<file path="src/rtl/alu_driver.sv">
// Command front-end for the 32-bit combinational ALU: FIFO-buffered commands, settle-timed capture, held response.
// Optional ALU_DRV_CHECK_EN builds a reference model that drives a sticky chk_err on result mismatch.
module alu_driver #(
  parameter int unsigned DEPTH  = 4,
  parameter int unsigned SETTLE = 1
) (
  input  logic        clk,
  input  logic        rst,
  input  logic        cmd_valid,
  output logic        cmd_ready,
  input  logic [31:0] cmd_a,
  input  logic [31:0] cmd_b,
  input  logic [2:0]  cmd_op,
  output logic [31:0] alu_A,
  output logic [31:0] alu_B,
  output logic [2:0]  alu_op,
  input  logic [31:0] alu_res,
  input  logic        alu_zero,
  output logic        rsp_valid,
  input  logic        rsp_ready,
  output logic [31:0] rsp_res,
  output logic        rsp_zero,
  output logic [2:0]  rsp_op,
  output logic        busy,
  output logic        chk_err
);

  localparam int unsigned AW   = $clog2(DEPTH);
  localparam int unsigned CNTW = AW + 1;
  localparam int unsigned CW   = (SETTLE > 1) ? $clog2(SETTLE) : 1;
  localparam logic [CW-1:0]   SETTLE_LOAD = CW'(SETTLE - 1);
  localparam logic [CNTW-1:0] FULL_COUNT  = CNTW'(DEPTH);

  typedef enum logic [1:0] {
    S_IDLE,
    S_WAIT,
    S_HOLD
  } state_t;

  state_t          r_state;
  state_t          w_state_nxt;

  logic [66:0]     r_mem [DEPTH];
  logic [AW-1:0]   r_wptr;
  logic [AW-1:0]   r_rptr;
  logic [CNTW-1:0] r_count;
  logic [CW-1:0]   r_cnt;

  logic [31:0]     r_alu_a;
  logic [31:0]     r_alu_b;
  logic [2:0]      r_alu_op;
  logic            r_rsp_valid;
  logic [31:0]     r_rsp_res;
  logic            r_rsp_zero;
  logic [2:0]      r_rsp_op;

  logic            w_empty;
  logic            w_full;
  logic            w_push;
  logic            w_pop;
  logic            w_capture;
  logic            w_rsp_clear;
  logic [66:0]     w_head;

  assign w_empty   = (r_count == '0);
  assign w_full    = (r_count == FULL_COUNT);
  assign cmd_ready = !w_full && !rst;
  assign w_push    = cmd_valid && cmd_ready;
  assign w_head    = r_mem[r_rptr];

  always_comb begin
    w_state_nxt = r_state;
    w_pop       = 1'b0;
    w_capture   = 1'b0;
    w_rsp_clear = 1'b0;
    case (r_state)
      S_IDLE: begin
        if (!w_empty) begin
          w_pop       = 1'b1;
          w_state_nxt = S_WAIT;
        end
      end
      S_WAIT: begin
        if (r_cnt == '0) begin
          w_capture   = 1'b1;
          w_state_nxt = S_HOLD;
        end
      end
      S_HOLD: begin
        // Accepting a response with work queued skips IDLE to keep one response per SETTLE+1 cycles.
        if (rsp_ready) begin
          w_rsp_clear = 1'b1;
          if (!w_empty) begin
            w_pop       = 1'b1;
            w_state_nxt = S_WAIT;
          end else begin
            w_state_nxt = S_IDLE;
          end
        end
      end
      default: w_state_nxt = S_IDLE;
    endcase
  end

  always_ff @(posedge clk) begin
    if (w_push) begin
      r_mem[r_wptr] <= {cmd_op, cmd_b, cmd_a};
    end
  end

  always_ff @(posedge clk) begin
    if (rst) begin
      r_state     <= S_IDLE;
      r_wptr      <= '0;
      r_rptr      <= '0;
      r_count     <= '0;
      r_cnt       <= '0;
      r_alu_a     <= '0;
      r_alu_b     <= '0;
      r_alu_op    <= '0;
      r_rsp_valid <= 1'b0;
      r_rsp_res   <= '0;
      r_rsp_zero  <= 1'b0;
      r_rsp_op    <= '0;
    end else begin
      r_state <= w_state_nxt;
      if (w_push) begin
        r_wptr <= r_wptr + AW'(1);
      end
      if (w_pop) begin
        r_rptr   <= r_rptr + AW'(1);
        r_alu_a  <= w_head[31:0];
        r_alu_b  <= w_head[63:32];
        r_alu_op <= w_head[66:64];
        r_cnt    <= SETTLE_LOAD;
      end else if (r_state == S_WAIT && r_cnt != '0) begin
        r_cnt <= r_cnt - CW'(1);
      end
      case ({w_push, w_pop})
        2'b10:   r_count <= r_count + CNTW'(1);
        2'b01:   r_count <= r_count - CNTW'(1);
        default: r_count <= r_count;
      endcase
      if (w_capture) begin
        r_rsp_valid <= 1'b1;
        r_rsp_res   <= alu_res;
        r_rsp_zero  <= alu_zero;
        r_rsp_op    <= r_alu_op;
      end else if (w_rsp_clear) begin
        r_rsp_valid <= 1'b0;
      end
    end
  end

  assign alu_A     = r_alu_a;
  assign alu_B     = r_alu_b;
  assign alu_op    = r_alu_op;
  assign rsp_valid = r_rsp_valid;
  assign rsp_res   = r_rsp_res;
  assign rsp_zero  = r_rsp_zero;
  assign rsp_op    = r_rsp_op;
  assign busy      = (r_state != S_IDLE) || !w_empty;

`ifdef ALU_DRV_CHECK_EN
  logic [31:0] w_ref;
  logic        r_chk_err;

  always_comb begin
    w_ref = '0;
    case (r_alu_op)
      3'b000:  w_ref = r_alu_a & r_alu_b;
      3'b001:  w_ref = r_alu_a | r_alu_b;
      3'b010:  w_ref = r_alu_a + r_alu_b;
      3'b011:  w_ref = r_alu_a ^ r_alu_b;
      3'b100:  w_ref = ~(r_alu_a | r_alu_b);
      3'b101:  w_ref = r_alu_a >> r_alu_b[4:0];
      3'b110:  w_ref = r_alu_a + r_alu_b;
      default: w_ref = {31'd0, (r_alu_a >= r_alu_b)};
    endcase
  end

  always_ff @(posedge clk) begin
    if (rst) begin
      r_chk_err <= 1'b0;
    end else if (w_capture && (alu_res != w_ref)) begin
      r_chk_err <= 1'b1;
    end
  end

  assign chk_err = r_chk_err;
`else
  assign chk_err = 1'b0;
`endif

endmodule

</file>
<file path="config.mk">
export PLATFORM = sky130hd
export DESIGN_NAME = alu_driver
export DESIGN_NICKNAME = d
export VERILOG_FILES = /design/src/rtl/alu_driver.sv
export SDC_FILE = /design/constraint.sdc
export NUM_CORES = 1
export LEC_CHECK = 0
export ABC_AREA = 1
export CORE_MARGIN = 5
export CORE_UTILIZATION = 33
export CTS_BUF_LIST = sky130_fd_sc_hd__clkbuf_2 sky130_fd_sc_hd__clkbuf_4 sky130_fd_sc_hd__clkbuf_8
export CTS_CLUSTER_DIAMETER = 200
export DETAILED_ROUTE_END_ITERATION = 10
export PLACE_DENSITY = 0.51
export SYNTH_ARGS = -nofsm -noshare
export SYNTH_HDL_FRONTEND = slang
export SYNTH_SLANG_ARGS = --single-unit
</file>
<file path="constraint.sdc">
create_clock -name clk -period 6.16 [get_ports clk]
set_input_delay 0.924 -clock clk [delete_from_list [all_inputs] [get_ports clk]]
set_output_delay 0.924 -clock clk [all_outputs]
set_load 0.005 [all_outputs]
</file>
* Word level (Yosys, flattened, before mapping) *
Memories as Yosys holds them, arrays and structs flattened. A register that Yosys moved wholly into a read port is not among the register bits.
Cells that the tools add are included.

word-level totals
  input port bits = 104
  flip-flop bits (word level) = 47
  memories kept = 1
  RAM bits = 268
  logic and storage cells = 54
  output and inout bits = 107

cells by class
  equal/unequal tests = 8
  mux-type cells = 17
  reduce and logical (&&, ||, !) cells = 14
  add/subtract/negate cells = 5

memories
  memory  depth  bits a word  read ports  clocked after memory_dff  write ports  line  text
  r_mem   4      67           1           1                         1            43    logic [66:0] r_mem [DEPTH];

operators with widths
  kind                                                                 count
  1-bit two-way mux                                                    11
  2-bit two-way mux                                                    3
  2-bit != test (second input constant)                                3
  2-bit case mux with 3 select lines                                   1
  3-bit case mux with 2 select lines                                   1
  2-bit nonzero test                                                   3
  2-bit by 1-bit adder with 2-bit output (second input constant)       2
  2-bit by 1-bit == test with 1-bit output (second input constant)     2
  2-bit == test (second input constant)                                2
  3-bit by 1-bit adder with 3-bit output (second input constant)       1
  3-bit == test (second input constant)                                1
  1-bit logical AND                                                    3
  1-bit logical NOT                                                    3
  3-bit logical NOT                                                    1
  3-bit AND reduction                                                  1
  3-bit by 1-bit subtractor with 3-bit output (second input constant)  1
  2-bit logical NOT                                                    1
  1-bit case mux with 2 select lines                                   1
  2-bit OR reduction                                                   1
  1-bit logical OR                                                     1
  1-bit subtractor (second input constant)                             1

* Depth between registers and ports, before layout *
Gate-level depths: netlist of run 1.

  word-level depth = 6
  depth in mapped cells = 14
  mapped depth without buffers = 13

* Worst setup path before layout of run 1 *
No wires, ideal clock.

  kind = input to register
  start = in rst
  end = mem r_mem[0][0], enable pin
  stages = 4
  slack = 1.494 ns
  setup time = 0.493 ns
  arrival time = 4.173 ns
  path through = clkbuf_1 > inv_1 > nand3_1 > nor2_1

on the way
  cells in the longest elaborated chain, start to end = 5

RTL lines
  what                                     line  text
  from (decl)                              8     input logic rst,
  1-bit logical NOT                        67    assign cmd_ready = !w_full && !rst;
  1-bit logical AND                        67
  1-bit logical AND                        68    assign w_push = cmd_valid && cmd_ready;
  1-bit two-way mux                        106   if (w_push) begin
  1-bit two-way mux (implied by the code)  107   r_mem[r_wptr] <= {cmd_op, cmd_b, cmd_a};
  to (decl)                                43

No other way between the ends.

* Worst setup path in the final report of run 1 *
  start = in rst
  end = out cmd_ready

on the way
  cells in the longest elaborated chain, start to end = 2

RTL lines
  what               line  text
  1-bit logical NOT  67
  1-bit logical AND  67
  to (decl)          10    output logic cmd_ready,

No other way between the ends.

==> results of run 1 <==
-- where the power goes --
part	leakage (nW)	internal [mW]	switching, mW	total [mW]
Sequential	3.37	3.07	0.251	3.32
Combinational	4.61	0.960	1.46	2.42
Clock	0.784	1.47	1.05	2.52
Total	8.76	5.50	2.76	8.26
-- worst paths after layout --
check,from,to,slack [ns],cells past startpoint
max,rst,cmd_ready,2.82,4
min,rsp_res[13],rsp_res[13],0.46,2
max reg2reg,r_rptr[1],alu_A[28],3.22,6
min reg2reg,rsp_res[13],rsp_res[13],0.46,2
-- cells in the mapped netlist --
master,instances
nand4_1,1
nand2_1,522
edfxtp_1,268
conb_1,1
dfxtp_1,114
buf_2,34
fa_1,1
a31oi_1,1
a21oi_1,42
a21oi_2,1
nor2_1,146
nand3_2,1
o21ai_0,2
buf_4,14
buf_6,11
inv_1,351
nand3_1,180
clkbuf_1,22
ha_1,5
inv_2,5
buf_1,3
-- per-stage QoR --
| stage | hold slack (ns) | setup slack (ns) | total power [mW] |
|---|---|---|---|
| final | 0.4581 | 2.815 | 8.255 |
| after CTS | 0.4647 | 2.793 | 8.417 |
| after detailed placement | 0.4557 | 2.216 | 5.838 |
| after global routing | 0.4827 | 2.679 | 8.867 |
| after global placement | 0.4495 | 2.244 | 5.808 |
| after floorplan | 0.4423 | 1.494 | 4.928 |
-- critical path, stage by stage --
cell	delay, ns
clkdlybuf4s50_1	0.40
buf_4	0.27
a31oi_1	0.25
clkdlybuf4s50_1	0.57
-- metal layers --
metal  part of all wire (%)  up-vias
met4                    1.9        4
met5                  0.071        -
li1                       -     5729
met2                     43      279
met1                     48     5102
met3                    6.6       64
-- area by class of cell --
type / instances / area, sq um / area share (%)
multi-input cells: 903 / 3786 / 19.01
clock inverters: 14 / 126.4 / 0.6344
clock buffers: 114 / 1350 / 6.777
inverters: 356 / 1341 / 6.733
repair buffers: 224 / 2205 / 11.07
well taps: 615 / 769.5 / 3.863
diodes: 2 / 5.005 / 0.02512
flip-flops and latches: 382 / 10340 / 51.89
-- cell families (layout without fill, tap and decap cells) --
| family | after synthesis | count (layout) | synth area share [%] |
|---|---|---|---|
| AOI/OAI and AO/OA | 46 | 46 | 1.479 |
| adders and majority gates | 6 | 6 | 0.5192 |
| buffers and inverters | 440 | 708 | 11.50 |
| DFF | 382 | 382 | 64.95 |
| other | 1 | 3 | 0.02358 |
| and+or+nand+nor | 850 | 850 | 21.53 |
-- sequential cells by signal, indices dropped and copies added, names as in the netlist --
register / count
r_mem: 268
alu_A: 32
alu_B: 32
rsp_res: 32
alu_op: 3
r_count: 3
rsp_op: 3
r_rptr: 2
r_state: 2
r_wptr: 2
r_cnt: 1
rsp_valid: 1
rsp_zero: 1
==> qor.csv, run 1 <==
metric,value,unit
Finished Layout Cells,2610,
Setup-failing EPs final,0,
sequential fraction of the synthesis area,64.95,%
Initial Util,33.31,%
largest area contributor in the netlist,edfxtp_1,
Chip Height,229.5,um
most frequent cells in the layout,"521 x nand2_1, 350 x inv_1, 268 x edfxtp_1, 209 x clkdlybuf4s50_1, 180 x nand3_1",
die area,52690,sq um
IO Count,211,
CTS tree,yes,
aggregate global-route resource usage,14.60,%
Final period util,54.30,%
Sink Count,382,
Critical Path AT,2.42,ns
initial drt markers,498,
Worst IR Drop VDD,0.1972,mV
area grow syn2layout,25.24,%
routed length per instance,15.12,um
max-slew violation count,0,
CTS max path bufs,3,
PortBufs,209,
Yosys top cell area share,50.60,%
Worst-Margin Slew,1.075,ns
Mean Syn Cell Area,9.220,sq um
met2 Resource Use GR,22.29,%
Worst-Skew Late Latency,0.60,ns
Critical Path RT,5.24,ns
relative slew slack,28.18,%
Fin. Hold Viols,0,
synthesized flop and latch total,382,
largest net degree at the start of global routing,95,
min cycle time layout,3.345,ns
DP HPWL,23.15,mm
post-synth cell types,21,
Root Driver,clkbuf_8,
Syn Nets,1835,
CTS buffer count,70,
CP max FO,43,
Core Rows,80,
Chip Width,229.5,um
Synth area leaders,"edfxtp_1 51%, dfxtp_1 14%, nand2_1 12%",
# DRC,0,
drt first pass iters,5,
synth warn,0,
met3 Usage GRT,4.323,%
gr busiest metal,met2,
hold_buf cts,0,
global route overflow,0,
post-route clock skew,0.02918,ns
CP endpoint kind,output pin,
via count,11180,
Mapped Cells,1725,
Setup TNS Final,0,ns
Post-CTS Setup Inserts,0,
share of cells above drive strength 1,7.777,%
final instance area,19920,sq um
post-CTS sizing,0,
leakage,8.763,nW
global-route wire length before repair,61.60,mm
clock slew at reported path FFs,0.05,ns
RePlAce Congestion,0.7541,
status,"finished, final reports clean",
Critical Path Start Type,primary input,
fin nets,2047,
core footprint,47750,sq um
placed cell area,18440,sq um
post-route ant nets,0,
vias in the first global route,10870,
H-Tree Depth,3,
"Core Util, Final",41.72,%
total of max-cap violations,0,
initial antenna violation count,5,
mapped cell area,15910,sq um
WL final,39.47,mm
Fillers,4666,
fmax,0.2990,GHz
min-delay worst type,flop to flop,
Pwr per Cell Area,414.4,nW/um^2
crit path kind,primary input to output pin,
vias per cell,4.283,
dpl cells,2480,
"commonest non-fill, non-tap cell in the layout",nand2_1,
RSZ-0062 raised after global routing,false,
GR Util met1,20.23,%
No activity file was read; power rests on OpenSTA's default activity.
==> run 2, diff against run 1 <==
==> constraint.sdc (replaced) <==
create_clock -name clk -period 3.4 [get_ports clk]
set_input_delay 0.51 -clock clk [delete_from_list [all_inputs] [get_ports clk]]
set_output_delay 0.51 -clock clk [all_outputs]
set_load 0.005 [all_outputs]
==> run 2 against run 1 <==
Net effect:
- sequential power is 77% higher
- routed wire length is 0.73% higher
- sequential share of layout area is 0.38 points lower
- first-iteration DRC count is 3.4% higher
- critical path depth stayed put
- clock-buffer cell count is 7 lower
- critical endpoint unchanged
==> qor.csv, run 2 (synthesis gave the netlist of run 1 again) <==
metric,value,unit
Critical Path AT,2.07,ns
Worst-Margin Slew,1.048,ns
fmax,0.3875,GHz
Top Layer Used,met5,
die area,52690,sq um
share of cells above drive strength 1,7.665,%
routed length per instance,15.22,um
Fin. Hold Viols,0,
via count,11260,
global-route wire length before repair,62.73,mm
global route overflow,0,
initial antenna violation count,8,
CP max FO,22,
CTS buffer count,71,
CP endpoint kind,output pin,
# DRC,0,
register area,10340,sq um
Top reg by flops,r_mem,
Worst path slowest cell,clkdlybuf4s50_1,
area grow syn2layout,26.18,%
"Buf+Inv Stages, Crit Path",3,
Core Rows,80,
aggregate global-route resource usage,14.96,%
CP dominant cell by count,clkdlybuf4s50_1,
vias per cell,4.311,
Setup TNS Final,0,ns
max-slew violation count,0,
RSZ-0062 raised after global routing,false,
most frequent cells in the layout,"521 x nand2_1, 350 x inv_1, 268 x edfxtp_1, 209 x clkdlybuf4s50_1, 180 x nand3_1",
relative slew slack,30.12,%
CTS tree,yes,
Worst IR Drop VDD,0.5275,mV
crit path kind,primary input to output pin,
"commonest non-fill, non-tap cell in the layout",nand2_1,
hold_buf cts,0,
vias in the first global route,11080,
cells along the critical path,clkdlybuf4s50_1 -> buf_4 -> a31oi_1 -> clkdlybuf4s50_1,
RePlAce Congestion,0.7535,
WL final,39.76,mm
CP peak stage delay,0.58,ns
Worst-Skew Late Latency,0.61,ns
met2 wire len,17.72,mm
PortBufs,209,
DP HPWL,21.78,mm
Chip Width,229.5,um
Critical Path Start Type,primary input,
final worst setup slack,0.8191,ns
fin nets,2050,
core footprint,47750,sq um
Root Driver,clkbuf_8,
"CP delay by family, top",buffers and inverters,
clock slew at reported path FFs,0.05,ns
Setup WS pre-CTS,0.6167,ns
Post-Route M1 WL,18.37,mm
Pwr per Cell Area,750.8,nW/um^2
post-route clock skew,0.01965,ns
min cycle time layout,2.581,ns
max FFs per register,268,
largest net degree at the start of global routing,138,
CTS max path bufs,3,
hold_ws,0.4582,ns
IO Count,211,
Sink Count,382,
Fillers,4676,
leakage,8.814,nW
Post-CTS Setup Inserts,0,
met3 wire len,2.864,mm
Setup-failing EPs final,0,
min-delay worst type,flop to flop,
drt first pass iters,5,
Finished Layout Cells,2613,
Final period util,75.91,%
Critical Path RT,2.89,ns
post-CTS sizing,0,
Chip Height,229.5,um
initial drt markers,515,
dpl cells,2482,
total of max-cap violations,0,
Initial Util,33.31,%
multi-input gate area in the final layout,3786,sq um
status,"finished, final reports clean",
placed cell area,18550,sq um
final instance area,20070,sq um
post-route ant nets,0,
H-Tree Depth,3,
run 2: tightest hold or removal path: cells and delay by family (launching register included):
kind / cells / cell delay (ns)
DFF: 1 / 0.30
and+or+nand+nor: 1 / 0.06
AOI/OAI and AO/OA: 1 / 0.05
run 2: final cells by class:
class | instances | share of cell area [%]
sequential | 382 | 51.51
multi-input combinational | 903 | 18.87
timing repair buffer | 226 | 11.56
inverter | 356 | 6.683
clock buffer | 107 | 6.621
tap | 615 | 3.834
clock inverter | 22 | 0.9040
antenna | 2 | 0.02494
run 2: report_power, final:
part | internal [mW] | total, mW | leakage [nW] | switching [mW]
Sequential | 5.56 | 5.88 | 3.37 | 0.316
Combinational | 1.80 | 4.57 | 4.65 | 2.77
Clock | 2.72 | 4.62 | 0.794 | 1.90
run 2: per-stage QoR:
| stage | utilization [%] | total power [mW] |
|---|---|---|
| 2_1_floorplan | - | 8.929 |
| 3_3_place_gp | 38.86 | 10.61 |
| 3_5_place_dp | 38.86 | 10.66 |
| 4_1_cts | 42.02 | 15.40 |
| 5_1_grt | 42.02 | 16.21 |
| 6_report | 42.03 | 15.07 |
run 2: layer usage:
layer / track usage [%] / up-vias
met3: 5.016 / 73
met2: 23.55 / 282
met5: 0 / -
met4: 4.604 / 12
li1: - / 5739
met1: 19.65 / 5158
run 2: path summary, 6_finish.rpt:
path,cells after the start,endpoint,slack [ns],start
worst max-delay path,4,cmd_ready,0.82,rst
worst min-delay path,2,rsp_op[1],0.46,rsp_op[1]
worst max register to register,5,r_mem[1][16],1.26,r_count[0]
worst min register to register,2,rsp_op[1],0.46,rsp_op[1]
==> run 3, diff against run 2 <==
==> constraint.sdc (replaced) <==
create_clock -name clk -period 2.5 [get_ports clk]
set_input_delay 0.375 -clock clk [delete_from_list [all_inputs] [get_ports clk]]
set_output_delay 0.375 -clock clk [all_outputs]
set_load 0.005 [all_outputs]
==> run 3 against run 2 <==
Net effect:
- critical path depth decreased by 1
- sequential share of layout area about the same
- routed wire length decreased by 2.2%
- clock-buffer cell count increased by 3
- utilization about the same
- cell count increased by 0.15%
- power increased by 33%
- sequential power increased by 35%
- worst hold slack got worse by 0.098 ns
- non-clock buffer count increased by 10
- global-route usage decreased by 0.35 points
- setup slack got worse by 0.66 ns
==> qor.csv, run 3 (synthesis gave the netlist of run 1 again) <==
metric,value,unit
CP max FO,4,
Worst-Margin Slew,0.7104,ns
area grow syn2layout,26.25,%
R2R setup slack,0.67,ns
CP endpoint kind,output pin,
R2R depth,12,
Sink Count,382,
drt first pass iters,5,
# DRC,0,
largest net degree at the start of global routing,138,
total of max-cap violations,0,
Setup TNS Final,0,ns
Pwr per Cell Area,1002,nW/um^2
global route overflow,0,
Setup WS pre-CTS,0.1149,ns
crit path kind,flop to output pin,
reg-to-reg startpoint,r_state[1],
Initial Util,33.31,%
post-CTS sizing,0,
Chip Width,229.5,um
Critical Path Start Type,flop,
routed length per instance,14.86,um
Core Rows,80,
max-slew violation count,0,
hold_buf cts,0,
clock slew at reported path FFs,0.06,ns
placed cell area,18690,sq um
WL final,38.89,mm
status,"finished, final reports clean",
Setup-failing EPs final,0,
aggregate global-route resource usage,14.62,%
Post-CTS Setup Inserts,0,
Top reg by flops,r_mem,
min cycle time layout,2.340,ns
CTS max path bufs,3,
IO Count,211,
PortBufs,209,
vias in the first global route,10990,
final instance area,20080,sq um
"commonest non-fill, non-tap cell in the layout",nand2_1,
post-route clock skew,0.02674,ns
most frequent cells in the layout,"521 x nand2_1, 350 x inv_1, 268 x edfxtp_1, 209 x clkdlybuf4s50_1, 180 x nand3_1",
Worst-Skew Late Latency,0.62,ns
reg2reg end,r_count[2],
final worst setup slack,0.1599,ns
Root Driver,clkbuf_8,
via count,11220,
CTS tree,yes,
Critical Path AT,1.97,ns
hold_ws,0.3597,ns
min-delay worst type,primary input to flop,
core footprint,47750,sq um
CP Launch Point,r_count[1],
DP HPWL,22.20,mm
max FFs per register,268,
final total power,20.11,mW
Final period util,93.60,%
CTS buffer count,70,
vias per cell,4.286,
RePlAce Congestion,0.7365,
post-route ant nets,0,
fin nets,2059,
Worst IR Drop VDD,0.8904,mV
initial antenna violation count,9,
die area,52690,sq um
initial drt markers,467,
Fin. Hold Viols,0,
CP Capture Point,cmd_ready,
fmax,0.4273,GHz
hold path startpoint,alu_res[7],
Chip Height,229.5,um
RSZ-0062 raised after global routing,false,
leakage,8.830,nW
Critical Path RT,2.12,ns
share of cells above drive strength 1,7.954,%
relative slew slack,52.64,%
H-Tree Depth,3,
global-route wire length before repair,61.29,mm
run 3: changes by cell type in the layout (fill, tap and decap cells not counted), sizes merged:
cell and delta:
bufinv -2, clkbuf +3, clkinvlp -2, clkinv -6
buf +10, diode +1
run 3: worst max-delay path, stage by stage, from the launching register on:
cell and delay, ns:
dfxtp_1 0.35, inv_2 0.07, a31oi_1 0.35, clkdlybuf4s50_1 0.60
run 3: report_power, final:
part | internal, mW | switching, mW
clock | 3.38 | 2.49
sequential | 7.57 | 0.397
combinational | 2.52 | 3.76
run 3: metal layers:
metal | share of wire (%) | vias up | global-route usage (%)
met5 | 0.23 | - | 0
met4 | 1.8 | 12 | 4.849
met3 | 7.1 | 66 | 4.867
met2 | 46 | 271 | 23.61
met1 | 45 | 5115 | 18.55
li1 | - | 5752 | -
run 3: layout make-up:
type / count / area, sq um
fill: 4599 / 27670
sequential: 382 / 10340
multi-input combinational: 903 / 3786
timing repair buffer: 236 / 2457
inverter: 356 / 1341
clock buffer: 110 / 1301
tap: 615 / 769.5
clock inverter: 12 / 80.08
antenna: 3 / 7.507
run 3: worst min path at each step:
| stage | end | slack, ns | cells past startpoint |
|---|---|---|---|
| 5_1_grt | rsp_res[5] | 0.32 | 3 |
| 3_5_place_dp | rsp_res[0] | 0.45 | 2 |
| 2_1_floorplan | r_count[0] | 0.44 | 1 |
| 4_1_cts | rsp_res[7] | 0.29 | 3 |
| 6_report | rsp_res[7] | 0.36 | 3 |
| 3_3_place_gp | rsp_res[9] | 0.45 | 2 |
run 3: through the flow:
step	util, %	cells
6_report	42.06	2617
5_1_grt	42.05	2616
4_1_cts	42.04	2614
3_5_place_dp	39.15	2492
3_3_place_gp	39.15	2492
2_1_floorplan	-	1725
